## config.mk

```make
export PLATFORM = sky130hd
export DESIGN_NAME = beep_sequencer
export DESIGN_NICKNAME = d
export VERILOG_FILES = /design/src/rtl/beep_sequencer.sv
export SDC_FILE = /design/constraint.sdc
export NUM_CORES = 1
export LEC_CHECK = 0
export CAP_MARGIN = 20
export CELL_PAD_IN_SITES_DETAIL_PLACEMENT = 2
export CELL_PAD_IN_SITES_GLOBAL_PLACEMENT = 2
export CORE_MARGIN = 2
export CORE_UTILIZATION = 33
export CTS_CLUSTER_SIZE = 40
export DETAILED_ROUTE_END_ITERATION = 8
export PLACE_DENSITY_LB_ADDON = 0.1
export SYNTH_ARGS = -nofsm -noshare
export SYNTH_HDL_FRONTEND = slang
export SYNTH_SLANG_ARGS = --single-unit
```

## constraint.sdc

```tcl
create_clock -name clk -period 3.1 [get_ports clk]
set_clock_uncertainty 0.2 [all_clocks]
set_input_delay 0.31 -clock clk [delete_from_list [all_inputs] [get_ports clk]]
set_output_delay 0.31 -clock clk [all_outputs]
set_load 0.02 [all_outputs]
```

## src/rtl/beep_sequencer.sv

```systemverilog
// Beep pattern sequencer: plays one of four fixed ROM patterns into the beeper's
// enable/duty_cycle inputs, one step at a time, on a single-cycle start request.
module beep_sequencer #(
    parameter int unsigned TICK_DIV = 10000
) (
    input  logic       clk,
    input  logic       rst,
    input  logic       start,
    input  logic [1:0] pattern_sel,
    input  logic       stop,
    output logic       enable,
    output logic [3:0] duty_cycle,
    output logic       busy,
    output logic       done
);

    typedef enum logic {
        IDLE,
        PLAY
    } state_t;

    typedef struct packed {
        logic [3:0] duty;
        logic [3:0] len;
        logic       last;
        logic       loop;
    } step_t;

    localparam logic [15:0] PRESC_MAX = 16'(TICK_DIV - 1);

    // Addressed by {pattern, step}; unused slots are inert single-tick last steps.
    localparam step_t ROM [16] = '{
        '{4'b1111, 4'd10, 1'b1, 1'b0}, '{4'b0000, 4'd1, 1'b1, 1'b0},
        '{4'b0000, 4'd1,  1'b1, 1'b0}, '{4'b0000, 4'd1, 1'b1, 1'b0},
        '{4'b1111, 4'd5,  1'b0, 1'b0}, '{4'b0000, 4'd5, 1'b0, 1'b0},
        '{4'b1111, 4'd5,  1'b1, 1'b0}, '{4'b0000, 4'd1, 1'b1, 1'b0},
        '{4'b1111, 4'd4,  1'b0, 1'b0}, '{4'b1110, 4'd4, 1'b0, 1'b0},
        '{4'b1100, 4'd4,  1'b0, 1'b0}, '{4'b1000, 4'd4, 1'b1, 1'b0},
        '{4'b1010, 4'd8,  1'b0, 1'b0}, '{4'b0000, 4'd8, 1'b1, 1'b1},
        '{4'b0000, 4'd1,  1'b1, 1'b0}, '{4'b0000, 4'd1, 1'b1, 1'b0}
    };

    state_t      state, state_n;
    logic [1:0]  pat, pat_n;
    logic [1:0]  step, step_n;
    logic [15:0] presc, presc_n;
    logic [3:0]  tick_cnt, tick_n;
    logic        done_n;
    step_t       cur;
    logic [3:0]  duty_n;

    // NOTE: every variable gets a default at the top so no path leaves one unassigned (no latches).
    always_comb begin
        state_n = state;
        pat_n   = pat;
        step_n  = step;
        presc_n = presc;
        tick_n  = tick_cnt;
        done_n  = 1'b0;
        cur     = ROM[{pat, step}];

        case (state)
            IDLE: begin
                if (start) begin
                    state_n = PLAY;
                    pat_n   = pattern_sel;
                    step_n  = 2'd0;
                    presc_n = 16'd0;
                    tick_n  = 4'd0;
                end
            end
            PLAY: begin
                if (stop) begin
                    state_n = IDLE;
                end else if (presc == PRESC_MAX) begin
                    presc_n = 16'd0;
                    if (tick_cnt == cur.len - 4'd1) begin
                        tick_n = 4'd0;
                        if (!cur.last) begin
                            step_n = step + 2'd1;
                        end else if (cur.loop) begin
                            step_n = 2'd0;
                        end else begin
                            state_n = IDLE;
                            done_n  = 1'b1;
                        end
                    end else begin
                        tick_n = tick_cnt + 4'd1;
                    end
                end else begin
                    presc_n = presc + 16'd1;
                end
            end
            default: state_n = IDLE;
        endcase

        duty_n = (state_n == PLAY) ? ROM[{pat_n, step_n}].duty : 4'b0000;
    end

    // Outputs are registered from the next state so they change on the same edge as the FSM.
    // NOTE: sequential state uses non-blocking assignments so all registers update together.
    always_ff @(posedge clk or posedge rst) begin
        if (rst) begin
            state      <= IDLE;
            pat        <= 2'd0;
            step       <= 2'd0;
            presc      <= 16'd0;
            tick_cnt   <= 4'd0;
            enable     <= 1'b0;
            duty_cycle <= 4'b0000;
            busy       <= 1'b0;
            done       <= 1'b0;
        end else begin
            state      <= state_n;
            pat        <= pat_n;
            step       <= step_n;
            presc      <= presc_n;
            tick_cnt   <= tick_n;
            enable     <= (duty_n != 4'b0000);
            duty_cycle <= duty_n;
            busy       <= (state_n == PLAY);
            done       <= done_n;
        end
    end

endmodule
```

==> metrics.cfg, run 1 <==
[setup_path]
crit_fanout = 6
r2r_start = step[1]
critPathArrivalTime_ns = 2.87
critical_path_buf_inv_count = 3
startpoint = step[1]
slowest_delay_ns = 0.45
crit_slowest_cell = dfrtp_2
critPathKind = reg2reg
critical-path-top-delay-family = simple AND/OR/NAND/NOR gates
worstPathCellList = inv_1 -> ha_1 -> nor3b_2 -> inv_1 -> ha_1 -> xnor2_1 -> or3_1 -> nand4_1 -> or3_1 -> o31ai_1 -> buf_4 -> a21oi_1
cp-start-kind = register
cp.required_ns = 3.05
crit_path_end_kind = register

[placed_design]
hpwlAfterDp_mm = 3.778
post-place-ws_ns = 0.06390
port_buffers = 12
gp_congestion = 0.7838

[status]
outcome = complete, no violations

[cts]
cts_setup_buffers = 0
holdBufCountCts = 0
cts-resized-gates = 0
cts_root_buffer = clkbuf_8
clock_path_buffers = 2
htreeDepth = 2
clock-sinks = 31
cts_made_buffers = 5
clock_latency_ns = 0.28
cts.reportedPaths.clkPinSlew_ns = 0.07
tritoncts = done

[yosys]
synth.most_common_cell = dfrtp_1
netlist_instances = 193
yosysTopAreaCell = dfrtp_1
synth_area_mm2 = 0.001790
synth_top_cell_area_share_pct = 43.33
synth-seq-cells = 31
synthArstFlopShare_pct = 100.0
syn_avg_cell_area_um2 = 9.277
synth.distinct_cells = 41
synthTopCellsByCount = dfrtp_1 (31), nor2_1 (18), nand2_1 (16)
synth_area_leaders = dfrtp_1 (43%), xor2_1 (5.4%), ha_1 (4.9%)
synthFlopType = dfrtp_1
syn-num-nets = 206
ys_warn_count = 0
synth-edff-count = 0
ys_seq_area_share_pct = 43.33

[power]
p_leak_uw = 0.0009420
switching_share_pct = 34.11
p_comb_share_pct = 29.2
vdd_drop_max_mv = 0.2317
p_int_uw = 877.7
powerDensity_mw_per_mm2 = 615.0
pwr-share-clk_pct = 31.0
switchingPower_uw = 454.3
power_frac_seq_pct = 39.8

[sta]
slew_headroom_pct = 66.68
tightestPinTransition_ns = 0.4987
layout_worst_path_cycle_share_pct = 94.23
hold_violations = 0
layout_setup_ws_ns = 0.1789
finalCriticalPeriod_ns = 2.921
slew_viol_final = 0
max_freq_mhz = 342.3
finalSetupViolCount = 0
fin_setup_tns_ns = 0

[finish]
antennaDiodeCount = 0
regArea_um2 = 777.0
drive_above_1_share_pct = 12.56
area_growth_syn_to_layout_pct = 20.96
multi_input_area_um2 = 969.7
nFillCells = 570
nets = 227
final_util_pct = 41.87

[route]
vias_per_cell = 5.372
drtIter0Drc = 35
drt-wirelength-per-cell_um = 17.49
drtPass1Iterations = 6
dr_total_vias = 1531
ant_nets = 0
drc_errors = 0
wl_mm = 4.986

[min_path]
hold_path.class = in2async

[floorplanning]
coreArea_mm2 = 0.005172
initial_core_util_pct = 34.62
dieHeight_um = 77.66
rows = 26
die_area_mm2 = 0.006031
die_x_um = 77.66
io_pins = 13

[grt]
antenna_found_initial = 0
track_usage_pct = 18.44
grt_first_pass_wirelength_mm = 8.832
first_global_vias = 1782
grt_max_degree = 32
grt_overflow = 0

[job]
maxCapViolations = 0

-- worst paths after layout --
| kind | slack [ns] | endpoint | cells past startpoint |
|---|---|---|---|
| worst max-delay path | 0.18 | duty_cycle[2] | 12 |
| worst max register to register | 0.18 | duty_cycle[2] | 12 |
| worst min-delay path | 0.22 | presc[1] | 3 |
| min in group clk | 0.35 | presc[0] | 1 |
| worst min register to register | 0.35 | presc[0] | 1 |
| max in group asynchronous | 2.16 | step[1] | 3 |
-- worst min-delay path: stages --
cell             delay, ns
clkdlybuf4s50_1       0.40
inv_1                 0.05
buf_4                 0.35
-- routing by layer --
layer  wire length, µm  up-vias  GRT usage, %  part of all wire (%)
met5                 0        -             0                     0
met4                48        0         5.357                  0.96
met3               147        6         3.837                   2.9
met2              2558       22         31.98                    51
met1              2231      789         23.01                    45
li1                  -      714             -                     -
-- flip-flops by register name (all words and copies together), names as in the netlist --
register    count
done            1
duty_cycle      4
enable          1
pat             2
presc          16
state           1
step            2
tick_cnt        4
-- cell families (layout without fill, tap and decap cells) --
kind of cell | Yosys count | in the layout | synth area share (%)
compound gates | 35 | 35 | 12.30
flops | 31 | 31 | 43.33
xor+xnor | 17 | 17 | 8.316
mux | 3 | 3 | 1.747
buf+inv | 15 | 37 | 3.214
fa+ha+maj | 7 | 7 | 4.891
simple gates | 85 | 85 | 26.20
-- cell usage in the layout (no fill, tap or decap), types with 8 or more instances in the layout --
cell type	instances
a21oi_1	8
buf_4	8
clkdlybuf4s50_1	12
dfrtp_1	30
inv_1	9
nand2_1	16
nand3_1	11
nor2_1	18
o21ai_0	11
xor2_1	11
-- area by class of cell --
class	instances	area share (%)
clock buffers	6	3.813
clock inverters	2	1.618
inverters	9	1.560
multi-input cells	147	44.77
flip-flops and latches	31	35.88
well taps	70	4.044
repair buffers	20	8.319
-- power by group through the flow --
stage / logic, µW / registers [µW] / clock network (µW)
6_report: 389 / 530 / 413
5_1_grt: 437 / 546 / 444
4_1_cts: 394 / 531 / 428
3_5_place_dp: 393 / 538 / 0
3_3_place_gp: 365 / 531 / 0
2_1_floorplan: 252 / 524 / 0
-- metrics by stage --
stage | instances | total power (µW) | hold WS (ns) | area [µm²]
final | 285 | 1332 | 0.2249 | 2166
after CTS | 285 | 1352 | 0.2371 | 2152
after floorplan | 193 | 776.4 | 0.2135 | 1790
after global routing | 285 | 1427 | 0.2948 | 2166
after global placement | 277 | 896.0 | 0.3056 | 2034
after detailed placement | 277 | 931.1 | 0.3405 | 2034
(Power assumes the default switching activity.)
==> run 2, diff against run 1 <==
--- a/config.mk
+++ b/config.mk
@@ -5,7 +5,6 @@
 export SDC_FILE = /design/constraint.sdc
 export NUM_CORES = 1
 export LEC_CHECK = 0
-export CAP_MARGIN = 20
 export CELL_PAD_IN_SITES_DETAIL_PLACEMENT = 2
 export CELL_PAD_IN_SITES_GLOBAL_PLACEMENT = 2
 export CORE_MARGIN = 2
==> results of run 2 <==
Same layout as run 1: the final DEF is identical, and so are final timing and power.
